===== config.mk =====
export PLATFORM = sky130hd
export DESIGN_NAME = axi4_plic_regbus_bridge_flat
export DESIGN_NICKNAME = d
export VERILOG_FILES = /design/src/rtl/axi4_plic_regbus_bridge_if.sv /design/src/rtl/axi4_plic_regbus_bridge.sv /design/src/flat_wrapper.sv
export SDC_FILE = /design/constraint.sdc
export NUM_CORES = 1
export LEC_CHECK = 0
export BUFFER_PORTS_ARGS = -buffer_cell sky130_fd_sc_hd__buf_2
export CAP_MARGIN = 40
export CORE_ASPECT_RATIO = 0.5
export CORE_UTILIZATION = 50
export DETAILED_ROUTE_END_ITERATION = 10
export PLACE_DENSITY = 0.88
export SYNTH_ARGS = -nofsm -noshare
export SYNTH_HDL_FRONTEND = slang
export SYNTH_SLANG_ARGS = --single-unit
export TNS_END_PERCENT = 20

===== constraint.sdc =====
create_clock -name PCLK -period 6.5 [get_ports PCLK]
set_input_delay 0.65 -clock PCLK [delete_from_list [all_inputs] [get_ports PCLK]]
set_output_delay 0.65 -clock PCLK [all_outputs]
set_load 0.01 [all_outputs]

===== src/rtl/axi4_plic_regbus_bridge_if.sv =====
// AXI4 slave-side bundle for the PLIC regbus bridge.
// Master modport drives requests; slave modport answers.
interface axi4_plic_regbus_bridge_if #(
  parameter int ADDR_BITS = 32,
  parameter int DATA_BITS = 32,
  parameter int ID_BITS   = 4,
  parameter int LEN_BITS  = 8
);
  logic [ID_BITS-1:0]     arid;
  logic [ADDR_BITS-1:0]   araddr;
  logic [LEN_BITS-1:0]    arlen;
  logic [2:0]             arsize;
  logic [1:0]             arburst;
  logic                   arvalid;
  logic                   arready;
  logic [ID_BITS-1:0]     rid;
  logic [DATA_BITS-1:0]   rdata;
  logic [1:0]             rresp;
  logic                   rlast;
  logic                   rvalid;
  logic                   rready;
  logic [ID_BITS-1:0]     awid;
  logic [ADDR_BITS-1:0]   awaddr;
  logic [LEN_BITS-1:0]    awlen;
  logic [2:0]             awsize;
  logic [1:0]             awburst;
  logic                   awvalid;
  logic                   awready;
  logic [DATA_BITS-1:0]   wdata;
  logic [DATA_BITS/8-1:0] wstrb;
  logic                   wlast;
  logic                   wvalid;
  logic                   wready;
  logic [ID_BITS-1:0]     bid;
  logic [1:0]             bresp;
  logic                   bvalid;
  logic                   bready;

  modport slave (
    input  arid, araddr, arlen, arsize, arburst, arvalid,
    output arready,
    output rid, rdata, rresp, rlast, rvalid,
    input  rready,
    input  awid, awaddr, awlen, awsize, awburst, awvalid,
    output awready,
    input  wdata, wstrb, wlast, wvalid,
    output wready,
    output bid, bresp, bvalid,
    input  bready
  );

  modport master (
    output arid, araddr, arlen, arsize, arburst, arvalid,
    input  arready,
    input  rid, rdata, rresp, rlast, rvalid,
    output rready,
    output awid, awaddr, awlen, awsize, awburst, awvalid,
    input  awready,
    output wdata, wstrb, wlast, wvalid,
    input  wready,
    input  bid, bresp, bvalid,
    output bready
  );
endinterface


===== src/rtl/axi4_plic_regbus_bridge.sv =====
// AXI4 slave to PLIC regbus bridge.
// Independent read and write engines, one regbus access per beat.
module axi4_plic_regbus_bridge #(
  parameter int ADDR_BITS = 32,
  parameter int DATA_BITS = 32,
  parameter int ID_BITS   = 4,
  parameter int LEN_BITS  = 8,
  parameter int WIN_BITS  = 26
) (
  input  logic                   PCLK,
  input  logic                   PRESETn,
  axi4_plic_regbus_bridge_if.slave axi,
  output logic                   reg_ren,
  output logic [ADDR_BITS-1:0]   reg_raddr,
  input  logic [DATA_BITS-1:0]   reg_rdata,
  output logic [DATA_BITS/8-1:0] reg_wen,
  output logic [ADDR_BITS-1:0]   reg_waddr,
  output logic [DATA_BITS-1:0]   reg_wdata
);
  localparam int SZMAX = $clog2(DATA_BITS/8);

  typedef enum logic [1:0] {R_IDLE, R_FETCH, R_DATA} rstate_e;
  typedef enum logic [1:0] {W_IDLE, W_DATA, W_RESP} wstate_e;

  function automatic logic [ADDR_BITS-1:0] next_addr(
    input logic [ADDR_BITS-1:0] a,
    input logic [2:0]           sz,
    input logic [LEN_BITS-1:0]  len,
    input logic [1:0]           bt
  );
    logic [ADDR_BITS-1:0] incr;
    logic [ADDR_BITS-1:0] algn;
    logic [ADDR_BITS-1:0] span;
    logic [ADDR_BITS-1:0] nxt;
    incr = ADDR_BITS'(1) << sz;
    algn = a & ~(incr - ADDR_BITS'(1));
    span = (ADDR_BITS'(len) + ADDR_BITS'(1)) << sz;
    unique case (1'b1)
      (bt == 2'b00): nxt = a;
      (bt == 2'b10): nxt = (a & ~(span - ADDR_BITS'(1)))
                         | ((algn + incr) & (span - ADDR_BITS'(1)));
      default:       nxt = algn + incr;
    endcase
    return nxt;
  endfunction

  function automatic logic burst_err(
    input logic [2:0]          sz,
    input logic [1:0]          bt,
    input logic [LEN_BITS-1:0] len
  );
    logic wrap_ok;
    wrap_ok = (len == LEN_BITS'(1)) || (len == LEN_BITS'(3))
           || (len == LEN_BITS'(7)) || (len == LEN_BITS'(15));
    return (sz > 3'(SZMAX)) || (bt == 2'b11)
        || ((bt == 2'b10) && !wrap_ok);
  endfunction

  function automatic logic oob(input logic [ADDR_BITS-1:0] a);
    return a[ADDR_BITS-1:WIN_BITS] != '0;
  endfunction

  rstate_e               rs_q, rs_d;
  logic [ID_BITS-1:0]    rid_q, rid_d;
  logic [ADDR_BITS-1:0]  raddr_q, raddr_d;
  logic [LEN_BITS-1:0]   rlen_q, rlen_d;
  logic [2:0]            rsize_q, rsize_d;
  logic [1:0]            rburst_q, rburst_d;
  logic [LEN_BITS-1:0]   rcnt_q, rcnt_d;
  logic                  rberr_q, rberr_d;
  logic                  rhold_q, rhold_d;
  logic [DATA_BITS-1:0]  rdata_q, rdata_d;

  wstate_e               ws_q, ws_d;
  logic [ID_BITS-1:0]    wid_q, wid_d;
  logic [ADDR_BITS-1:0]  waddr_q, waddr_d;
  logic [LEN_BITS-1:0]   wlen_q, wlen_d;
  logic [2:0]            wsize_q, wsize_d;
  logic [1:0]            wburst_q, wburst_d;
  logic [LEN_BITS-1:0]   wcnt_q, wcnt_d;
  logic                  wberr_q, wberr_d;
  logic                  wover_q, wover_d;
  logic                  werr_q, werr_d;

  logic                  rill;
  logic                  will;
  logic [DATA_BITS-1:0]  rfresh;

  assign rill   = rberr_q || oob(raddr_q);
  assign will   = wberr_q || wover_q || oob(waddr_q);
  assign rfresh = rill ? '0 : reg_rdata;

  // State and burst context registers for both engines
  always_ff @(posedge PCLK or negedge PRESETn) begin
    if (!PRESETn) begin
      rs_q     <= R_IDLE;
      rid_q    <= '0;
      raddr_q  <= '0;
      rlen_q   <= '0;
      rsize_q  <= '0;
      rburst_q <= '0;
      rcnt_q   <= '0;
      rberr_q  <= 1'b0;
      rhold_q  <= 1'b0;
      rdata_q  <= '0;
      ws_q     <= W_IDLE;
      wid_q    <= '0;
      waddr_q  <= '0;
      wlen_q   <= '0;
      wsize_q  <= '0;
      wburst_q <= '0;
      wcnt_q   <= '0;
      wberr_q  <= 1'b0;
      wover_q  <= 1'b0;
      werr_q   <= 1'b0;
    end else begin
      rs_q     <= rs_d;
      rid_q    <= rid_d;
      raddr_q  <= raddr_d;
      rlen_q   <= rlen_d;
      rsize_q  <= rsize_d;
      rburst_q <= rburst_d;
      rcnt_q   <= rcnt_d;
      rberr_q  <= rberr_d;
      rhold_q  <= rhold_d;
      rdata_q  <= rdata_d;
      ws_q     <= ws_d;
      wid_q    <= wid_d;
      waddr_q  <= waddr_d;
      wlen_q   <= wlen_d;
      wsize_q  <= wsize_d;
      wburst_q <= wburst_d;
      wcnt_q   <= wcnt_d;
      wberr_q  <= wberr_d;
      wover_q  <= wover_d;
      werr_q   <= werr_d;
    end
  end

  // Read engine: fetch one word, hold it until the beat is taken
  always_comb begin
    rs_d     = rs_q;
    rid_d    = rid_q;
    raddr_d  = raddr_q;
    rlen_d   = rlen_q;
    rsize_d  = rsize_q;
    rburst_d = rburst_q;
    rcnt_d   = rcnt_q;
    rberr_d  = rberr_q;
    rhold_d  = rhold_q;
    rdata_d  = rdata_q;
    unique case (rs_q)
      R_IDLE: begin
        if (axi.arvalid) begin
          rid_d    = axi.arid;
          raddr_d  = axi.araddr;
          rlen_d   = axi.arlen;
          rsize_d  = axi.arsize;
          rburst_d = axi.arburst;
          rcnt_d   = '0;
          rberr_d  = burst_err(axi.arsize, axi.arburst, axi.arlen);
          rs_d     = R_FETCH;
        end
      end
      R_FETCH: begin
        rhold_d = 1'b0;
        rs_d    = R_DATA;
      end
      R_DATA: begin
        if (!rhold_q) begin
          rdata_d = rfresh;
          rhold_d = 1'b1;
        end
        if (axi.rready) begin
          if (rcnt_q == rlen_q) begin
            rs_d = R_IDLE;
          end else begin
            raddr_d = next_addr(raddr_q, rsize_q, rlen_q, rburst_q);
            rcnt_d  = rcnt_q + LEN_BITS'(1);
            rs_d    = R_FETCH;
          end
        end
      end
      default: rs_d = R_IDLE;
    endcase
  end

  // Write engine: one regbus write per W beat, sticky error to B
  always_comb begin
    ws_d     = ws_q;
    wid_d    = wid_q;
    waddr_d  = waddr_q;
    wlen_d   = wlen_q;
    wsize_d  = wsize_q;
    wburst_d = wburst_q;
    wcnt_d   = wcnt_q;
    wberr_d  = wberr_q;
    wover_d  = wover_q;
    werr_d   = werr_q;
    unique case (ws_q)
      W_IDLE: begin
        if (axi.awvalid) begin
          wid_d    = axi.awid;
          waddr_d  = axi.awaddr;
          wlen_d   = axi.awlen;
          wsize_d  = axi.awsize;
          wburst_d = axi.awburst;
          wcnt_d   = '0;
          wberr_d  = burst_err(axi.awsize, axi.awburst, axi.awlen);
          wover_d  = 1'b0;
          werr_d   = 1'b0;
          ws_d     = W_DATA;
        end
      end
      W_DATA: begin
        if (axi.wvalid) begin
          if (will) werr_d = 1'b1;
          if (axi.wlast) begin
            if (!wover_q && (wcnt_q != wlen_q)) werr_d = 1'b1;
            ws_d = W_RESP;
          end else if (wcnt_q == wlen_q) begin
            wover_d = 1'b1;
            werr_d  = 1'b1;
          end else begin
            wcnt_d  = wcnt_q + LEN_BITS'(1);
            waddr_d = next_addr(waddr_q, wsize_q, wlen_q, wburst_q);
          end
        end
      end
      W_RESP: begin
        if (axi.bready) ws_d = W_IDLE;
      end
      default: ws_d = W_IDLE;
    endcase
  end

  // Bus outputs decoded from engine state
  always_comb begin
    axi.arready = (rs_q == R_IDLE);
    axi.rvalid  = (rs_q == R_DATA);
    axi.rid     = rid_q;
    axi.rdata   = (axi.rvalid && !rhold_q) ? rfresh : rdata_q;
    axi.rresp   = (axi.rvalid && rill) ? 2'b10 : 2'b00;
    axi.rlast   = axi.rvalid && (rcnt_q == rlen_q);
    reg_ren     = (rs_q == R_FETCH) && !rill;
    reg_raddr   = raddr_q;
    axi.awready = (ws_q == W_IDLE);
    axi.wready  = (ws_q == W_DATA);
    axi.bvalid  = (ws_q == W_RESP);
    axi.bid     = wid_q;
    axi.bresp   = (axi.bvalid && werr_q) ? 2'b10 : 2'b00;
    reg_wen     = (axi.wready && axi.wvalid && !will) ? axi.wstrb : '0;
    reg_waddr   = waddr_q;
    reg_wdata   = axi.wdata;
  end
endmodule


===== src/flat_wrapper.sv =====
// flat-port wrapper written by rule: the top's interface ports become plain ports
module axi4_plic_regbus_bridge_flat 
#(
  parameter int ADDR_BITS = 32,
  parameter int DATA_BITS = 32,
  parameter int ID_BITS   = 4,
  parameter int LEN_BITS  = 8,
  parameter int WIN_BITS  = 26
)
  (PCLK, PRESETn, reg_ren, reg_raddr, reg_rdata, reg_wen, reg_waddr, reg_wdata, axi_arid, axi_araddr, axi_arlen, axi_arsize, axi_arburst, axi_arvalid, axi_arready, axi_rid, axi_rdata, axi_rresp, axi_rlast, axi_rvalid, axi_rready, axi_awid, axi_awaddr, axi_awlen, axi_awsize, axi_awburst, axi_awvalid, axi_awready, axi_wdata, axi_wstrb, axi_wlast, axi_wvalid, axi_wready, axi_bid, axi_bresp, axi_bvalid, axi_bready);
  axi4_plic_regbus_bridge_if #(.ADDR_BITS(ADDR_BITS), .DATA_BITS(DATA_BITS), .ID_BITS(ID_BITS), .LEN_BITS(LEN_BITS)) axi_i ();
  input  logic PCLK;
  input  logic PRESETn;
  output logic reg_ren;
  output logic [ADDR_BITS-1:0] reg_raddr;
  input  logic [DATA_BITS-1:0] reg_rdata;
  output logic [DATA_BITS/8-1:0] reg_wen;
  output logic [ADDR_BITS-1:0] reg_waddr;
  output logic [DATA_BITS-1:0] reg_wdata;
  input wire logic [$bits(axi_i.arid)-1:0] axi_arid;
  input wire logic [$bits(axi_i.araddr)-1:0] axi_araddr;
  input wire logic [$bits(axi_i.arlen)-1:0] axi_arlen;
  input wire logic [$bits(axi_i.arsize)-1:0] axi_arsize;
  input wire logic [$bits(axi_i.arburst)-1:0] axi_arburst;
  input wire logic [$bits(axi_i.arvalid)-1:0] axi_arvalid;
  output wire logic [$bits(axi_i.arready)-1:0] axi_arready;
  output wire logic [$bits(axi_i.rid)-1:0] axi_rid;
  output wire logic [$bits(axi_i.rdata)-1:0] axi_rdata;
  output wire logic [$bits(axi_i.rresp)-1:0] axi_rresp;
  output wire logic [$bits(axi_i.rlast)-1:0] axi_rlast;
  output wire logic [$bits(axi_i.rvalid)-1:0] axi_rvalid;
  input wire logic [$bits(axi_i.rready)-1:0] axi_rready;
  input wire logic [$bits(axi_i.awid)-1:0] axi_awid;
  input wire logic [$bits(axi_i.awaddr)-1:0] axi_awaddr;
  input wire logic [$bits(axi_i.awlen)-1:0] axi_awlen;
  input wire logic [$bits(axi_i.awsize)-1:0] axi_awsize;
  input wire logic [$bits(axi_i.awburst)-1:0] axi_awburst;
  input wire logic [$bits(axi_i.awvalid)-1:0] axi_awvalid;
  output wire logic [$bits(axi_i.awready)-1:0] axi_awready;
  input wire logic [$bits(axi_i.wdata)-1:0] axi_wdata;
  input wire logic [$bits(axi_i.wstrb)-1:0] axi_wstrb;
  input wire logic [$bits(axi_i.wlast)-1:0] axi_wlast;
  input wire logic [$bits(axi_i.wvalid)-1:0] axi_wvalid;
  output wire logic [$bits(axi_i.wready)-1:0] axi_wready;
  output wire logic [$bits(axi_i.bid)-1:0] axi_bid;
  output wire logic [$bits(axi_i.bresp)-1:0] axi_bresp;
  output wire logic [$bits(axi_i.bvalid)-1:0] axi_bvalid;
  input wire logic [$bits(axi_i.bready)-1:0] axi_bready;
  assign axi_i.arid = axi_arid;
  assign axi_i.araddr = axi_araddr;
  assign axi_i.arlen = axi_arlen;
  assign axi_i.arsize = axi_arsize;
  assign axi_i.arburst = axi_arburst;
  assign axi_i.arvalid = axi_arvalid;
  assign axi_arready = axi_i.arready;
  assign axi_rid = axi_i.rid;
  assign axi_rdata = axi_i.rdata;
  assign axi_rresp = axi_i.rresp;
  assign axi_rlast = axi_i.rlast;
  assign axi_rvalid = axi_i.rvalid;
  assign axi_i.rready = axi_rready;
  assign axi_i.awid = axi_awid;
  assign axi_i.awaddr = axi_awaddr;
  assign axi_i.awlen = axi_awlen;
  assign axi_i.awsize = axi_awsize;
  assign axi_i.awburst = axi_awburst;
  assign axi_i.awvalid = axi_awvalid;
  assign axi_awready = axi_i.awready;
  assign axi_i.wdata = axi_wdata;
  assign axi_i.wstrb = axi_wstrb;
  assign axi_i.wlast = axi_wlast;
  assign axi_i.wvalid = axi_wvalid;
  assign axi_wready = axi_i.wready;
  assign axi_bid = axi_i.bid;
  assign axi_bresp = axi_i.bresp;
  assign axi_bvalid = axi_i.bvalid;
  assign axi_i.bready = axi_bready;
  axi4_plic_regbus_bridge #(.ADDR_BITS(ADDR_BITS), .DATA_BITS(DATA_BITS), .ID_BITS(ID_BITS), .LEN_BITS(LEN_BITS), .WIN_BITS(WIN_BITS)) u_core (.PCLK(PCLK), .PRESETn(PRESETn), .axi(axi_i), .reg_ren(reg_ren), .reg_raddr(reg_raddr), .reg_rdata(reg_rdata), .reg_wen(reg_wen), .reg_waddr(reg_waddr), .reg_wdata(reg_wdata));
endmodule

Word level (Yosys, flattened, before mapping)
Cells that the tools add are included.
{"block": "totals", "regBits": 155, "out_inout_bits": 151, "inputBits": 174}
{"block": "op_classes", "muxes": 46, "n_addsub": 10, "reduce_logical": 49, "eq_ne": 33, "n_bitwise": 13, "shift": 4, "order_cmp": 2}
{"op": "$mux W32", "count": 9}
{"op": "$pmux W32 S2", "count": 4}
{"op": "$and A32 B32 Y32", "count": 6}
{"op": "$not A32 Y32", "count": 4}
{"op": "$sub A32 B1 Y32 const B", "count": 4}
{"op": "$add A32 B32 Y32", "count": 2}
{"op": "$or A32 B32 Y32", "count": 2}
{"op": "$shl A1 B3 Y32 const A", "count": 2}
{"op": "$shl A32 B3 Y32", "count": 2}
{"op": "$mux W8", "count": 7}
{"op": "$pmux W8 S2", "count": 2}
{"op": "$add A8 B1 Y9 const B", "count": 2}
{"op": "$ne A2 B2 Y1 const B", "count": 9}
{"op": "$add A8 B1 Y8 const B", "count": 2}
{"op": "$eq A2 B2 Y1 const B", "count": 8}
{"op": "$eq A8 B1 Y1 const B", "count": 2}
{"op": "$eq A8 B2 Y1 const B", "count": 2}
{"op": "$eq A8 B3 Y1 const B", "count": 2}
{"op": "$eq A8 B4 Y1 const B", "count": 2}
{"op": "$eq A8 B8 Y1", "count": 2}
{"op": "$mux W2", "count": 8}
{"op": "$reduce_and A5 Y1", "count": 3}
{"op": "$logic_or A1 B1 Y1", "count": 13}
{"op": "$pmux W2 S3", "count": 2}
{"op": "17 further kinds", "count": 56}

Longest topological paths before layout
Gate-level depths: netlist of the first run.
{"block": "logic_depth", "ltp_word": 12, "mapped_depth": 18, "mapped_depth_nobuf": 16}

Worst setup path after synthesis of the first run
No wires, ideal clock.
{"block": "synth_timing", "path_type": "register to register", "start": "register u_core.rsize_q[2]", "end": "register with a tool-made name", "slack_ns": 2.557, "period_less_slack_ns": 3.943, "stages_incl_launch_ff": 17, "t_arrival_ns": 3.874, "required_time_ns": 6.431, "path_cell_list": "dfrtp_1 -> clkbuf_1 -> clkbuf_1 -> clkbuf_1 -> clkbuf_1 -> nor2_1 -> inv_1 -> ha_1 -> a21oi_1 -> o221a_2 -> a311oi_1 -> nand4_1 -> a31oi_2 -> nand2_1 -> or3_1 -> or3_1 -> nand3_1"}
{"element": "start, declared", "line_no": "axi4_plic_regbus_bridge.sv:67", "rtl": "logic [2:0] rsize_q, rsize_d;"}
{"element": "start signal, assigned", "line_no": "axi4_plic_regbus_bridge.sv:121", "rtl": "rsize_q <= rsize_d;"}

==> results of run 1 <==
through the flow:
stage / cell area [um^2] / worst slack (ns) / hold WS, ns / std cells / total power, mW
after floorplan: 12100 / 2.56 / 0.354 / 1490 / 5.19
after global placement: 13300 / 1.77 / 0.464 / 1944 / 6.32
after detailed placement: 13400 / 1.70 / 0.474 / 1949 / 6.44
after CTS: 14000 / 1.65 / 0.102 / 1981 / 7.50
after global routing: 14000 / 1.13 / 0.130 / 1981 / 8.13
final: 14000 / 1.49 / 0.107 / 1982 / 7.60
critical path, delay by kind of cell, from the launching register on:
kind,cells,cell delay (ns)
fa+ha+maj,1,0.38
buf+inv,1,0.48
simple gates,9,2.32
flops,1,0.91
compound gates,2,0.84
cell families (layout without fill, tap and decap cells):
group,count (synthesis),in the layout,share of synthesized area
AO/OA/AOI/OAI,390,390,0.214
XOR/XNOR,94,94,0.0680
adder cells (fa/ha/maj),22,22,0.0227
buffers and inverters,167,351,0.0666
flip-flops,155,155,0.320
multiplexers,70,70,0.0638
other,1,3,0.000310
AND/OR/NAND/NOR,590,590,0.244
layer usage:
metal	GRT usage	share of wire	vias to the layer above
li1	-	-	5725
met2	0.459	0.46	658
met3	0.0594	0.085	95
met4	0.129	0.030	0
met1	0.385	0.42	5804
met5	0	0	-
cell type report:
cell class	count	area [um^2]
Multi-Input combinational cell	1168	7450
Sequential cell	155	3880
Inverter	39	146
Clock buffer	20	437
Tap cell	307	384
Timing Repair Buffer	280	1520
Fill cell	2031	9320
Antenna cell	1	2.50
Clock inverter	12	141
worst max path at each step:
stage	startpoint	end	slack, ns	cells past startpoint
floorplan	u_core.rsize_q[2]$_DFFE_PN0P_	register	2.56	16
global placement	u_core.rsize_q[0]$_DFFE_PN0P_	register	1.77	13
detailed placement	u_core.rsize_q[0]$_DFFE_PN0P_	register	1.70	13
CTS	u_core.rsize_q[0]$_DFFE_PN0P_	register	1.65	13
global route	u_core.rsize_q[0]$_DFFE_PN0P_	register	1.13	14
finish	u_core.rsize_q[0]$_DFFE_PN0P_	register	1.49	13
power groups by stage:
stage	combinational, mW	sequential [mW]	clock (mW)
6_report	4.62	1.96	1.02
3_3_place_gp	4.37	1.96	0
2_1_floorplan	3.44	1.75	0
4_1_cts	4.53	1.94	1.03
3_5_place_dp	4.49	1.95	0
5_1_grt	5.03	2.02	1.08
placed cells by master (no fill, tap or decap), types with 17 or more instances in the layout:
| master | synthesis | final |
|---|---|---|
| buf_2 | 14 | 257 |
| nand2_1 | 212 | 212 |
| dfrtp_1 | 155 | 155 |
| o21ai_0 | 113 | 113 |
| nor2_1 | 95 | 94 |
| a21oi_1 | 79 | 78 |
| nand3_1 | 58 | 58 |
| xor2_1 | 50 | 50 |
| mux2_2 | 46 | 46 |
| xnor2_1 | 44 | 44 |
| inv_1 | 35 | 35 |
| nor3_1 | 29 | 29 |
| and3_1 | 27 | 27 |
| nand4_1 | 25 | 25 |
| and2_1 | 25 | 25 |
| mux2i_1 | 22 | 22 |
| ha_1 | 22 | 22 |
| buf_4 | 39 | 19 |
| nand2b_1 | 20 | 18 |
| a31oi_1 | 17 | 17 |
| o22ai_1 | 17 | 17 |
| clkbuf_16 | 0 | 17 |
==> reports/metrics.csv, run 1 <==
metric,value,unit
Startpoint Class,register,
Final nets,1857,
Leak Pwr,6.10,nW
IO buf count,258,
crit-path max cell delay,0.91,ns
Int Power,3.75,mW
Mean Syn Cell Area,8.13,um^2
synthesized area,12100,um^2
largest net degree at the start of global routing,63,
Critical Path Most Common Cell,or3_1,
worst vdd ir,0.285,mV
RSZ-0062 raised after global routing,no,
clock share of power,0.134,
initial antenna violation count,0,
r2r worst-path depth,13,
DRT iter0 DRCs,1369,
Final Setup Violations,0,
leading cell types by total area after synthesis,"dfrtp_1, nand2_1, o21ai_0, mux2_2, xor2_1",
Avg Vias per Cell,6.20,
Sequential Power Share,0.259,
switching share of total power,0.507,
combinational power share,0.608,
slowest CP cell,dfrtp_1,
number of synthesized flops with an enable pin,0,
critical path class,reg2reg,
power per cell area,544,nW/um^2
Synth cell types,93,
routability cong.,0.983,
Synth Flop Type,dfrtp_1,
final core occ,0.600,
detailed-router iteration count before antenna repair,8,
H-Tree Depth,4,
Final period util,0.771,
die height,112,um
# rows,39,
Hold Buf Count CTS,0,
die area,24900,um^2
area of the core,23300,um^2
gr ovfl total,0,
worst path cell trace,clkinv_1 > nor2_1 > nand2_1 > ha_1 > nand2b_1 > or3_1 > a311oi_1 > nand4_1 > a31oi_2 > nand2_1 > or3_1 > or3_1 > nand3_1,
max-slew violations,0,
Clock Latency Late Sink,0.45,ns
Yosys top cell by area,dfrtp_1,
Worst-Margin Slew,0.871,ns
layout cell share with drive strength beyond 1,0.230,
synth-to-layout area growth,15.3,%
Worst EP required,6.89,ns
global-route wire length before repair,58400,um
R2R setup slack,1.49,ns
Critical R2R Launch,u_core.rsize_q[0]$_DFFE_PN0P_,
CP arrival,5.40,ns
Max Fclk,199,MHz
final WL,36300,um
sequential-to-total area share from yosys stat,0.320,
post-synth top area share,0.320,
final count of hold timing violations,0,
DRT antenna net count,0,
Root Driver,clkbuf_16,
clk_skew,0.0126,ns
status,finished clean,
die width,222,um
final worst path period need,5.01,ns
asr flop ratio synth,1.00,
WL per Instance,18.3,um
most numerous cell in the Yosys netlist,nand2_1,
Max clock buf depth,2,
clock buffer count from CTS,17,
DRC,0,
post-CTS resize count,0,
vias in the first global route,11400,
Worst-path clk slew,0.07,ns
Post-synth top cells,"nand2_1, dfrtp_1, o21ai_0, nor2_1, a21oi_1",
NetSw,3.85,mW
initial core utilization,0.520,
Slew HR,0.419,
crit path max fanout,26,
CTS tree,yes,
Via Count,12300,
Detailed Place HPWL,26400,um
Sink Count,155,
register bit count reported by yosys,155,
post-CTS setup buffer count,0,
worst min path class,in2async,
I/O Pins,325,
GRT Overall Usage,0.290,
Mapped Cells,1489,
total of warnings raised by yosys,0,
Max Cap Violations,0,
CP Capture Type,register,
setup TNS,0,ns
Note: power is estimated with default switching activity, not from simulation.
==> run 2, diff against run 1 <==
--- a/config.mk
+++ b/config.mk
@@ -5,12 +5,13 @@
 export SDC_FILE = /design/constraint.sdc
 export NUM_CORES = 1
 export LEC_CHECK = 0
+export ABC_AREA = 1
 export BUFFER_PORTS_ARGS = -buffer_cell sky130_fd_sc_hd__buf_2
 export CAP_MARGIN = 40
 export CORE_ASPECT_RATIO = 0.5
 export CORE_UTILIZATION = 50
 export DETAILED_ROUTE_END_ITERATION = 10
-export PLACE_DENSITY = 0.88
+export PLACE_DENSITY = 0.91
 export SYNTH_ARGS = -nofsm -noshare
 export SYNTH_HDL_FRONTEND = slang
 export SYNTH_SLANG_ARGS = --single-unit
==> constraint.sdc (replaced) <==
create_clock -name PCLK -period 4.6 [get_ports PCLK]
set_input_delay 0.46 -clock PCLK [delete_from_list [all_inputs] [get_ports PCLK]]
set_output_delay 0.46 -clock PCLK [all_outputs]
set_load 0.01 [all_outputs]
==> reports/metrics.csv, run 2 <==
metric,value,unit,change
status,finished clean,,
I/O Pins,325,,unchanged
worst path cell trace,inv_2 > nor2_1 > inv_1 > ha_1 > nand2_1 > inv_1 > ha_1 > inv_1 > nor2_1 > inv_1 > nor2_1 > nand2_1 > nand2_2 > nand2_2 > inv_2 > nand3_1 > nand2_1 > nand3_1 > o21ai_1 > nand2_1 > nand2_1,,
WHS Path Cells,3,,
total power,10.8,mW,+42%
critical path class,reg2reg,,
initial antenna violation count,2,,+2
r2r worst-path depth,21,,+8
sequential-to-total area share from yosys stat,0.301,,-0.0189
simple-gate area share of the yosys netlist,0.424,,+0.181
layout cell share with drive strength beyond 1,0.191,,-0.0388
Worst EP required,5.00,ns,-1.89 ns
Yosys top cell by area,dfrtp_1,,
CP top delay family,simple AND/OR/NAND/NOR gates,,
GRT Overall Usage,0.294,,+0.00409
WL per Instance,14.9,um,-19%
post-synth top area share,0.301,,-0.0189
final count of hold timing violations,0,,unchanged
Buf/Inv on CP,6,,+5
Max clock buf depth,2,,unchanged
Crit path depth,21,,+8
Final Setup Violations,0,,unchanged
Mapped Cells,2039,,+37%
die area,26400,um^2,+6.2%
CTS tree,yes,,
crit path max fanout,19,,-27%
Fillers,2460,,+21%
final WL,38800,um,+6.8%
number of synthesized flops with an enable pin,0,,unchanged
largest net degree at the start of global routing,78,,+24%
Post-Synth Adder-Cell Area,0.0214,,-0.00134
Compound-Gate Fraction of Synth Area,0.113,,-0.102
crit-path max cell delay,0.67,ns,-0.24 ns
Final nets,2443,,+32%
global-route wire length before repair,62800,um,+7.5%
Startpoint Class,register,,
"commonest non-fill, non-tap cell in the layout",nand2_1,,
DRT antenna net count,0,,unchanged
Synth cell types,58,,-38%
Slew HR,0.466,,+0.0468
Max Cap Violations,0,,unchanged
register bit count reported by yosys,155,,unchanged
Worst-path clk slew,0.07,ns,about the same
Worst-Margin Slew,0.798,ns,-0.0732 ns
final worst path period need,3.32,ns,-1.70 ns
setup TNS,0,ns,unchanged
post-CTS setup buffer count,0,,unchanged
routability cong.,0.988,,+0.51%
Avg Vias per Cell,5.44,,-12%
synthesized area,12900,um^2,+6.3%
die width,229,um,+3.1%
Hold Buf Count CTS,1,,+1
detailed-router iteration count before antenna repair,6,,-2
Detailed Place HPWL,29700,um,+13%
most numerous cell in the Yosys netlist,nand2_1,,
asr flop ratio synth,1.00,,unchanged
IO buf count,258,,unchanged
RSZ-0062 raised after global routing,no,,
Critical Path Most Common Cell,nand2_1,,
Sink Count,155,,unchanged
gr ovfl total,0,,unchanged
DRT iter0 DRCs,1266,,-7.5%
CP arrival,3.71,ns,-1.69 ns
"commonest cells after routing, fill and taps aside","nand2_1, buf_2, inv_1",,
worst min path class,in2reg,,
max-slew violations,0,,unchanged
Root Driver,clkbuf_16,,
Post-synth top cells,"nand2_1, inv_1, nand3_1, nor2_1, dfrtp_1",,
Leak Pwr,7.75,nW,+27%
post-CTS resize count,0,,unchanged
xor/xnor share of the synthesized area,0.0231,,-0.0449
total of warnings raised by yosys,0,,unchanged
CP Capture Type,register,,
synth-to-layout area growth,15.3,%,about the same
vias in the first global route,13000,,+14%
die height,115,um,+3.0%
worst vdd ir,0.419,mV,+47%
mux contribution to synthesized area,0.00515,,-0.0586
Clock Latency Late Sink,0.46,ns,about the same
main combinational cell family by area after synthesis,simple AND/OR/NAND/NOR gates,,
Via Count,14200,,+15%
Synth Flop Type,dfrtp_1,,
clk_skew,0.0128,ns,+0.000241 ns
Mean Syn Cell Area,6.31,um^2,-22%
H-Tree Depth,4,,unchanged
# rows,41,,+5.1%
leading cell types by total area after synthesis,"dfrtp_1, nand2_1, nand3_1, inv_1, nor2_1",,
area of the core,25200,um^2,+8.4%
slowest CP cell,dfrtp_1,,
initial core utilization,0.510,,-0.0104
power per cell area,725,nW/um^2,+33%
Max Fclk,302,MHz,+51%
Final period util,0.721,,-0.0506
DRC,0,,unchanged
clock buffer count from CTS,17,,unchanged
==> run 2: worst paths after layout <==
kind | startpoint | to | slack, ns
min in group asynchronous | PRESETn | asynchronous set/reset pin | 0.39
hold / removal | axi_awid[3] | u_core.axi.bid[3]$_DFFE_PN0P_ | 0.21
setup / recovery | u_core.rsize_q[2]$_DFFE_PN0P_ | register | 1.28
setup reg to reg | u_core.rsize_q[2]$_DFFE_PN0P_ | register | 1.28
hold reg to reg | u_core.rdata_q[21]$_DFFE_PN0P_ | u_core.rdata_q[21]$_DFFE_PN0P_ | 0.50
max in group asynchronous | PRESETn | u_core.rdata_q[25]$_DFFE_PN0P_ | 3.08
==> run 2: layer usage <==
layer	up-vias	track usage	wire, um
met5	-	0	0
met4	0	0.134	1500
met3	110	0.0650	2930
met2	624	0.496	18200
met1	6502	0.365	16200
li1	6938	-	-
==> run 2: report_power, final <==
part	internal (mW)	switching [mW]
logic	2.19	4.51
clock network	0.717	0.664
registers	1.88	0.792
==> run 2: per-stage QoR <==
| stage | cells | hold slack, ns | setup slack [ns] | area, um^2 | utilization |
|---|---|---|---|---|---|
| after floorplan | 2040 | 0.164 | 2.03 | 12900 | - |
| after detailed placement | 2571 | 0.293 | 1.37 | 14300 | 0.565 |
| after CTS | 2604 | 0.197 | 1.33 | 14800 | 0.588 |
| after global placement | 2567 | 0.459 | 1.48 | 14200 | 0.562 |
| final | 2606 | 0.212 | 1.28 | 14800 | 0.588 |
| after global routing | 2606 | 0.207 | 0.841 | 14800 | 0.588 |
==> run 2: cell type report <==
cell class                 count  area [um^2]  area share
inverter                     248          940      0.0633
clock inverter                13          108     0.00725
sequential                   155         3880       0.261
timing repair buffer         274         1480      0.0994
multi-input combinational   1551         7560       0.509
antenna                        2         5.00    0.000337
tap                          344          430      0.0290
clock buffer                  19          443      0.0299
==> run 2: cells by family (layout without fill, tap and decap cells) <==
family	after synthesis	count (layout)
muxes	6	6
buffers and inverters	334	554
adders and majority gates	22	22
AOI/OAI and AO/OA	262	262
and+or+nand+nor	1225	1225
DFF	155	155
other	1	4
xor gates and xnor gates	34	34
==> run 2: tightest hold or removal path, stage by stage <==
cell	delay, ns
buf_2	0.08
nand2_1	0.04
nand2_1	0.05
==> run 3, diff against run 2 <==
--- a/config.mk
+++ b/config.mk
@@ -5,13 +5,13 @@
 export SDC_FILE = /design/constraint.sdc
 export NUM_CORES = 1
 export LEC_CHECK = 0
-export ABC_AREA = 1
+export ABC_AREA = 0
 export BUFFER_PORTS_ARGS = -buffer_cell sky130_fd_sc_hd__buf_2
 export CAP_MARGIN = 40
 export CORE_ASPECT_RATIO = 0.5
 export CORE_UTILIZATION = 50
 export DETAILED_ROUTE_END_ITERATION = 10
-export PLACE_DENSITY = 0.91
+export PLACE_DENSITY = 0.88
 export SYNTH_ARGS = -nofsm -noshare
 export SYNTH_HDL_FRONTEND = slang
 export SYNTH_SLANG_ARGS = --single-unit
==> constraint.sdc (replaced) <==
create_clock -name PCLK -period 3.25 [get_ports PCLK]
set_input_delay 0.325 -clock PCLK [delete_from_list [all_inputs] [get_ports PCLK]]
set_output_delay 0.325 -clock PCLK [all_outputs]
set_load 0.01 [all_outputs]
==> reports/metrics.csv, run 3 (same netlist as run 1, synthesis figures left out) <==
metric,value,unit,change
status,"complete, but fails checks",,
failing checks,setup timing,,
worst path cell trace,ha_4 > nor2_1 > a21oi_1 > nand2_1 > ha_2 > inv_2 > o41ai_4 > o2111ai_2 > nor4b_2 > nand3_1 > buf_6 > nor3_4 > o21ai_2 > o31ai_1 > a22o_1,,
Final Setup Violations,8,,+8
synth-to-layout area growth,28.4,%,
Final period util,1.04,,+0.317
area of the core,23300,um^2,-7.8%
detailed-router iteration count before antenna repair,6,,unchanged
initial antenna violation count,2,,unchanged
Slew HR,0.484,,+0.0177
gr ovfl total,0,,unchanged
layout cell share with drive strength beyond 1,0.336,,+0.145
Detailed Place HPWL,28200,um,-5.1%
"commonest cells after routing, fill and taps aside","buf_2, nand2_1, dfrtp_1",,
Buf/Inv on CP,2,,-4
Max clock buf depth,2,,unchanged
WL per Instance,18.7,um,+26%
Avg Vias per Cell,6.19,,+14%
worst vdd ir,0.610,mV,+45%
Max Fclk,296,MHz,-1.7%
Clock Latency Late Sink,0.46,ns,about the same
M2 GR Usage,0.494,,-0.00200
Crit path depth,15,,-29%
Final nets,1999,,-18%
initial core utilization,0.520,,+0.0104
RSZ-0062 raised after global routing,yes,,
Leak Pwr,6.92,nW,-11%
PnR worst setup slack,-0.125,ns,-1.41 ns
"Cell Area, Placed",14400,um^2,+0.73%
CP top delay family,compound AO/OA/AOI/OAI gates,,
final count of hold timing violations,0,,unchanged
Startpoint Class,register,,
DRC,0,,unchanged
Fillers,1805,,-27%
# rows,39,,-4.9%
final core occ,0.668,,+0.0798
r2r worst-path depth,15,,-29%
Max Cap Violations,0,,unchanged
CP Capture Type,register,,
Worst-Margin Slew,0.770,ns,-0.0283 ns
largest net degree at the start of global routing,80,,+2.6%
max-slew violations,0,,unchanged
Sink Count,155,,unchanged
IO buf count,258,,unchanged
worst min path class,in2reg,,
DRT antenna net count,0,,unchanged
power per cell area,1140,nW/um^2,+57%
DRT iter0 DRCs,1449,,+14%
vias in the first global route,12100,,-6.4%
Worst-path clk slew,0.07,ns,about the same
die area,24900,um^2,-5.8%
busiest layer in global routing,met2,,
WHS Path Cells,3,,unchanged
CTS tree,yes,,
met1 Usage GRT,0.394,,+0.0287
slowest CP cell,dfrtp_1,,
clock buffer count from CTS,17,,unchanged
die height,112,um,-2.9%
Root Driver,clkbuf_16,,
CP arrival,3.77,ns,+0.06 ns
clk_skew,0.00988,ns,-0.00297 ns
routability cong.,0.964,,-2.4%
GRT met3 Usage,0.0662,,+0.00127
crit path max fanout,5,,-14
hold slack,0.0941,ns,-0.118 ns
design area,15500,um^2,+4.7%
die width,222,um,-3.0%
global-route wire length before repair,61300,um,-2.4%
"commonest non-fill, non-tap cell in the layout",buf_2,,
crit-path max cell delay,0.43,ns,-0.24 ns
Via Count,13100,,-7.3%
H-Tree Depth,4,,unchanged
final worst path period need,3.37,ns,+0.0587 ns
final WL,39700,um,+2.4%
I/O Pins,325,,unchanged
critical path class,reg2reg,,
Worst EP required,3.65,ns,-1.35 ns
GRT Overall Usage,0.306,,+0.0120
## run 3: cell types whose count changed in the layout (fill, tap and decap cells not counted), moves of 26 or more
cell,delta
mux2_2,+40
nor2_1,-85
xnor2_1,+26
xor2_1,+31
nand3_1,-128
inv_1,-186
nand2_1,-479
buf_4,+136
## run 3: through the flow
step           setup WS (ns)  instances  setup TNS [ns]  power, mW
6_report              -0.125       2125          -0.404       17.7
4_1_cts              -0.0308       2112         -0.0882       16.6
3_5_place_dp          -0.114       2077          -0.941       14.3
5_1_grt               -0.232       2125           -2.44       18.8
2_1_floorplan         -0.274       1490           -1.78       10.5
3_3_place_gp         -0.0128       2077         -0.0182       14.1
## run 3: path summary, 6_finish.rpt
path / slack (ns) / endpoint / startpoint
setup / recovery: -0.12 / register / u_core.wlen_q[0]$_DFFE_PN0P_
hold / removal: 0.09 / register / axi_araddr[26]
setup reg to reg: -0.12 / register / u_core.wlen_q[0]$_DFFE_PN0P_
hold reg to reg: 0.49 / u_core.rdata_q[15]$_DFFE_PN0P_ / u_core.rdata_q[15]$_DFFE_PN0P_
max in group asynchronous: 1.90 / u_core.wsize_q[1]$_DFFE_PN0P_ / PRESETn
min in group asynchronous: 0.47 / asynchronous set/reset pin / PRESETn
## run 3: timing repair
action                                  in CTS  in global routing
buffers inserted                             2                 10
hold buffers                                 1                  0
resized for setup                           13                 99
endpoints found under the setup margin      31                 61
cloned                                       0                  1
pin swaps                                    5                 27
endpoints found under the hold margin       75                  0
## run 3: worst reg2reg max path: cells and delay by family, from the launching register on
kind,cells,cell delay [ns]
buffers and inverters,2,0.22
AO/OA/AOI/OAI,6,1.33
flip-flops,1,0.43
adder cells (fa/ha/maj),2,0.44
AND/OR/NAND/NOR,5,0.91
## run 3: cell type report
cell class              count  area (um^2)  share of cell area
repair buffers            422         2620               0.168
diodes                      2         5.00            0.000322
clock inverters            11          131             0.00845
well taps                 307          384              0.0247
flip-flops and latches    155         3890               0.250
clock buffers              21          470              0.0303
inverters                  39          146             0.00942
multi-input cells        1168         7900               0.508
## run 3: power by group
part	switching, mW	leakage, nW	internal [mW]
clock network	0.908	0.299	1.20
logic	6.54	4.70	5.27
registers	1.08	1.93	2.68
## run 3: routing by layer
layer	vias up	part of all wire	wire length, um
met2	756	0.47	18500
li1	6013	-	-
met4	0	0.040	1600
met3	148	0.089	3530
met1	6228	0.40	16100
met5	-	0	0
